--- src/rtl/branch_resolve_unit_pkg.sv ---
// rtl/branch_resolve_unit_pkg.sv - shared state encoding and branch funct3 codes for the branch resolve unit
package branch_resolve_unit_pkg;

   typedef enum logic [1:0] {
      BRU_IDLE  = 2'd0,
      BRU_REQ   = 2'd1,
      BRU_FLUSH = 2'd2
   } bru_state_e;

   localparam logic [2:0] BR_BEQ  = 3'b000;
   localparam logic [2:0] BR_BNE  = 3'b001;
   localparam logic [2:0] BR_BLT  = 3'b100;
   localparam logic [2:0] BR_BGE  = 3'b101;
   localparam logic [2:0] BR_BLTU = 3'b110;
   localparam logic [2:0] BR_BGEU = 3'b111;

   function automatic logic is_reserved_funct3(input logic [2:0] f3);
      return (f3 == 3'b010) || (f3 == 3'b011);
   endfunction

endpackage

--- src/rtl/branch_resolve_unit_branch_cond.sv ---
// rtl/branch_resolve_unit_branch_cond.sv - combinational RV32I branch condition from ALU SUB flags
module branch_cond
   import branch_resolve_unit_pkg::*;
(
   input  logic [2:0] funct3,
   input  logic       cf,
   input  logic       zf,
   input  logic       vf,
   input  logic       sf,
   output logic       cond,
   output logic       bad_funct3_raw
);

   // cf=1 means a >= b unsigned (no borrow out of the subtraction)
   always_comb begin
      cond           = 1'b0;
      bad_funct3_raw = is_reserved_funct3(funct3);
      case (funct3)
         BR_BEQ:  cond = zf;
         BR_BNE:  cond = !zf;
         BR_BLT:  cond = sf ^ vf;
         BR_BGE:  cond = !(sf ^ vf);
         BR_BLTU: cond = !cf;
         BR_BGEU: cond = cf;
         default: cond = 1'b0;
      endcase
   end

endmodule

--- src/rtl/branch_resolve_unit.sv ---
// rtl/branch_resolve_unit.sv - branch/jump resolution with redirect handshake and IF/ID flush
// Optional perf counters enabled by defining BRU_PERF_EN.
module branch_resolve_unit
   import branch_resolve_unit_pkg::*;
#(
   parameter int XLEN   = 32,
   parameter int IALIGN = 32,
   parameter int PERF_W = 32
) (
   input  logic              clk,
   input  logic              rst_n,
   input  logic              ex_valid,
   input  logic              ex_is_branch,
   input  logic              ex_is_jal,
   input  logic              ex_is_jalr,
   input  logic [2:0]        ex_funct3,
   input  logic [XLEN-1:0]   ex_pc,
   input  logic [XLEN-1:0]   ex_imm,
   input  logic [XLEN-1:0]   alu_out,
   input  logic              cf,
   input  logic              zf,
   input  logic              vf,
   input  logic              sf,
   input  logic              redirect_ready,
   output logic              redirect_valid,
   output logic [XLEN-1:0]   redirect_pc,
   output logic              flush,
   output logic              stall_ex,
   output logic              misalign_exc,
   output logic              bad_funct3,
   output logic [PERF_W-1:0] perf_br_cnt,
   output logic [PERF_W-1:0] perf_tk_cnt
);

   bru_state_e      state, state_nxt;
   logic            cond, bad_raw;
   logic            is_jump, br_eff, taken, resolve, misaligned;
   logic [XLEN-1:0] target;

   branch_cond u_branch_cond (
      .funct3         (ex_funct3),
      .cf             (cf),
      .zf             (zf),
      .vf             (vf),
      .sf             (sf),
      .cond           (cond),
      .bad_funct3_raw (bad_raw)
   );

   // A jump flag overrides the branch flag, so branch checks only apply to pure branches
   assign is_jump    = ex_is_jal | ex_is_jalr;
   assign br_eff     = ex_is_branch & ~is_jump;
   assign taken      = is_jump | (br_eff & cond);
   assign target     = ex_is_jalr ? (alu_out & {{(XLEN-1){1'b1}}, 1'b0}) : (ex_pc + ex_imm);
   assign misaligned = (IALIGN == 32) && target[1];
   assign resolve    = (state == BRU_IDLE) && ex_valid;

   always_ff @(posedge clk or negedge rst_n) begin
      if (!rst_n) begin
         state        <= BRU_IDLE;
         redirect_pc  <= '0;
         misalign_exc <= 1'b0;
         bad_funct3   <= 1'b0;
      end else begin
         state        <= state_nxt;
         misalign_exc <= resolve & taken & misaligned;
         bad_funct3   <= resolve & br_eff & bad_raw;
         if (resolve && taken && !misaligned)
            redirect_pc <= target;
      end
   end

   always_comb begin
      state_nxt      = state;
      redirect_valid = 1'b0;
      stall_ex       = 1'b0;
      flush          = 1'b0;
      case (state)
         BRU_IDLE: begin
            if (resolve && taken && !misaligned)
               state_nxt = BRU_REQ;
         end
         BRU_REQ: begin
            redirect_valid = 1'b1;
            stall_ex       = 1'b1;
            if (redirect_ready)
               state_nxt = BRU_FLUSH;
         end
         BRU_FLUSH: begin
            flush     = 1'b1;
            stall_ex  = 1'b1;
            state_nxt = BRU_IDLE;
         end
         default: state_nxt = BRU_IDLE;
      endcase
   end

`ifdef BRU_PERF_EN
   always_ff @(posedge clk or negedge rst_n) begin
      if (!rst_n) begin
         perf_br_cnt <= '0;
         perf_tk_cnt <= '0;
      end else begin
         if (resolve && ex_is_branch)
            perf_br_cnt <= perf_br_cnt + 1'b1;
         if (state == BRU_REQ && redirect_ready)
            perf_tk_cnt <= perf_tk_cnt + 1'b1;
      end
   end
`else
   assign perf_br_cnt = '0;
   assign perf_tk_cnt = '0;
`endif

endmodule

--- config.mk ---
export PLATFORM = sky130hd
export DESIGN_NAME = branch_resolve_unit
export DESIGN_NICKNAME = d
export VERILOG_FILES = /design/src/rtl/branch_resolve_unit_pkg.sv /design/src/rtl/branch_resolve_unit_branch_cond.sv /design/src/rtl/branch_resolve_unit.sv
export SDC_FILE = /design/constraint.sdc
export NUM_CORES = 1
export LEC_CHECK = 0
export ABC_AREA = 1
export BUFFER_PORTS_ARGS = -buffer_cell sky130_fd_sc_hd__buf_4
export CAP_MARGIN = 10
export CORE_ASPECT_RATIO = 0.5
export CORE_MARGIN = 1
export CORE_UTILIZATION = 50
export CTS_BUF_LIST = sky130_fd_sc_hd__clkbuf_4
export DETAILED_ROUTE_END_ITERATION = 10
export HOLD_SLACK_MARGIN = 0.06
export PLACE_DENSITY = 0.85
export RECOVER_POWER = 100
export SYNTH_ARGS = -nofsm -noshare
export SYNTH_HDL_FRONTEND = slang
export SYNTH_SLANG_ARGS = --single-unit
--- constraint.sdc ---
create_clock -name clk -period 2.47 [get_ports clk]
set_input_delay 0 -clock clk [delete_from_list [all_inputs] [get_ports clk]]
set_output_delay 0 -clock clk [all_outputs]
set_load 0.02 [all_outputs]
==> results by group <==
Clock network
  • Clock-pin slew on the worst setup and hold paths: 110 ps
  • H-tree levels: 2
  • Cts repair resizes: 0
  • Num CTS Buffers: 5
  • Root Driver: clkbuf_4
  • CTS Buffer Depth: 2
  • CTS tree: built
  • Clock Sinks: 36
  • Insertion delay to the later sink of the worst-skew pair: 360 ps

Outcome
  • Outcome: finished with violations
  • Violated checks: max-capacitance violations, max-slew violations

Layout
  • Fin nets: 1173
  • Layout cells sized above 1: 0.1235
  • Synth-to-layout area growth: 25.82%
  • FILL cells: 835

Die
  • Full die area: 0.01006 mm^2
  • Row cnt: 24
  • Width of the die: 140.9 um
  • # IOs: 211
  • Initial Util: 0.5335
  • Die H: 71.44 um
  • Core Box Area: 0.009039 mm^2

STA
  • RSZ-0062 raised after global routing: no
  • Crit path time final: 2029 ps
  • Final setup fails: 0
  • Actual slew at the worst max-slew pin: 2043 ps
  • Max Clk Rate: 492.8 MHz
  • Clock skew: 8.711 ps
  • Post-Route Setup TNS: 0 ps
  • Final Max Tran Viols: 37
  • Final hold vios: 0
  • Slew headroom: -0.3619
  • Min setup slack post-route: 440.8 ps
  • Hold slack final: 64.14 ps
  • Tcrit/Tclk final: 0.8215

Setup path
  • Reg2Reg Setup Slack: 440 ps
  • WS Path Type: reg -> reg
  • Setup crit end kind: register
  • Critical path peak fanout: 37
  • R2R cell count: 9
  • CP Data Arrival Time: 2320 ps
  • Reg2reg end: redirect_pc[25]
  • Critical Path Source Type: register
  • RR Startpoint: state[0]
  • Worst path required time: 2760 ps

Job
  • Max-Cap Viols: 1

Route
  • Final wirelength: 14360 um
  • Drt first pass iters: 5
  • WL per Instance: 12.39 um
  • Vias: 5569
  • Post-DRT Antenna Nets: 0
  • Remaining DRCs: 0
  • 1st-iter DRT viols: 422
  • Avg Vias per Cell: 4.805

Power
  • Lkg Pwr: 3.771 nW
  • Pwr Density: 568.7 mW/mm^2
  • Total power: 0.003450 W
  • Max VDD drop: 0.0002964 V

Yosys
  • Area share of the largest cell type after synthesis: 0.2802
  • Yosys warns: 0
  • Netlist cell types: 34
  • Synth Instances: 846
  • Synthesized area: 0.004822 mm^2
  • Avg Cell Area, Syn: 5.700 um^2
  • Post-synth top flop: dfrtp_1
  • Post-synth ARST share: 1.000
  • Sequential share of the synthesized area: 0.1868
  • Post-synth EDFFs: 0
  • Synth top area cells: nand2_1 (28%), dfrtp_1 (19%), inv_1 (11%)
  • Synthesized flop and latch total: 36
  • Largest area contributor in the netlist: nand2_1

GRT
  • M3 GR Usage: 0.05682
  • Vias in the first global route: 5027
  • Pin count of the biggest net entering global routing: 38
  • Initial antenna violation count: 0
  • GRT Resource Usage Total: 0.2863
  • Gr busiest metal: met2
  • First-pass GRT wire length: 22790 um
  • Overflow after GRT: 0
  • Met2 usage: 0.5207
  • Met1 Usage GRT: 0.3447

Worst hold path
  • Worst min path class: in -> reg
  • Worst Hold End: misalign_exc
  • Hold Path Stages: 5
  • Hold wc startpoint: alu_out[1]

Placement
  • HPWL Detailed: 10880 um
  • Pre-CTS setup slack: 427.9 ps
  • Final RePlAce weighted congestion: 0.8808
  • IO buf count: 145
-- area by class of cell --
| type | count | area, um^2 | area share |
|---|---|---|---|
| timing repair buffer | 187 | 1349 | 0.2223 |
| tap | 130 | 162.7 | 0.02681 |
| clock buffer | 5 | 37.54 | 0.006187 |
| clock inverter | 3 | 37.54 | 0.006187 |
| inverter | 137 | 514.2 | 0.08476 |
| multi-input combinational | 660 | 3063 | 0.5048 |
| antenna | 1 | 2.502 | 0.0004125 |
| sequential | 36 | 900.9 | 0.1485 |
-- through the flow --
step	cells	util	instance area (um^2)
floorplan	909	-	5059
global placement	1112	0.6394	5779
detailed placement	1112	0.6394	5779
CTS	1158	0.6898	6235
global route	1158	0.6710	6065
finish	1159	0.6712	6067
-- where the power goes --
| group | leakage [nW] | switching [W] | internal (W) | total (W) |
|---|---|---|---|---|
| Sequential | 0.453 | 0.000162 | 0.000850 | 0.00101 |
| Clock | 0.0403 | 0.000212 | 0.000207 | 0.000419 |
| Combinational | 3.28 | 0.00136 | 0.000657 | 0.00202 |
-- sequential cells by signal, indices dropped and copies added (netlist names) --
name,flops
redirect_pc,32
state,2
bad_funct3,1
misalign_exc,1
-- layer usage --
layer  share of wire  vias up
li1                -     2798
met1            0.42     2484
met2            0.48      253
met3           0.071       34
met4           0.026        0
met5               0        -
-- worst max path at each step --
stage / start / end / slack (ps) / depth (start not counted)
finish: state[0] / redirect_pc[25] / 440 / 9
global route: rst_n / redirect_pc[16] / 190 / 2
CTS: state[0] / redirect_pc[25] / 570 / 9
detailed placement: ex_pc[0] / redirect_pc[3] / 430 / 10
global placement: ex_pc[0] / redirect_pc[4] / 490 / 10
floorplan: ex_pc[0] / redirect_pc[16] / 980 / 14
-- cell usage in the layout (no fill, tap or decap) --
cell | Yosys | layout
a21o_1 | 1 | 1
nor2_1 | 75 | 75
diode_2 | 0 | 1
nand2_1 | 360 | 360
inv_2 | 2 | 2
nand4_1 | 5 | 5
nor2_4 | 1 | 1
nand2_2 | 2 | 2
nand3b_1 | 2 | 2
dfrtp_1 | 36 | 36
ha_1 | 35 | 35
a21oi_1 | 22 | 22
buf_4 | 64 | 109
xor2_1 | 2 | 2
nor4_1 | 1 | 1
xnor2_1 | 6 | 6
nor2_2 | 1 | 1
dlygate4sd3_1 | 0 | 38
o211ai_1 | 3 | 7
conb_1 | 1 | 64
o21bai_1 | 3 | 3
clkinv_1 | 0 | 2
inv_1 | 135 | 135
or2_2 | 5 | 5
o21ai_1 | 2 | 1
nand3_1 | 54 | 54
or2_1 | 2 | 2
fa_1 | 1 | 1
mux2i_1 | 1 | 1
o21ai_0 | 4 | 5
bufinv_16 | 0 | 1
nand3_4 | 1 | 1
nor3_1 | 3 | 3
clkbuf_4 | 0 | 5
clkbuf_1 | 3 | 40
-- kinds of logic after synthesis --
family,Yosys count,synth area share
AO/OA/AOI/OAI,39,0.05034
XOR/XNOR,8,0.01453
adder cells (fa/ha/maj),36,0.09497
buffers and inverters,213,0.2229
flip-flops,36,0.1868
multiplexers,1,0.002076
other,1,0.0007777
AND/OR/NAND/NOR,512,0.4276
-- worst max-delay path, cell delays in order, from the launching register on --
cell      delay, ps
dfrtp_1         430
inv_1           140
ha_1            190
nand2_1          90
inv_1           120
nand3_4         340
clkbuf_1        320
nor2_1          180
nand2_1          80
nand2_1          60
-- cell usage after synthesis, types with 5 or more instances --
cell type and n:
xnor2_1 6, nand3_1 54, ha_1 35, nand4_1 5
a21oi_1 22, nor2_1 75, or2_2 5, inv_1 135
nand2_1 360, buf_4 64, dfrtp_1 36
-- timing repair --
item,CTS,global route
endpoints found under the hold margin,69,0
hold buffers,38,0
setup buffers,0,0
No activity file was read; power rests on OpenSTA's default activity.
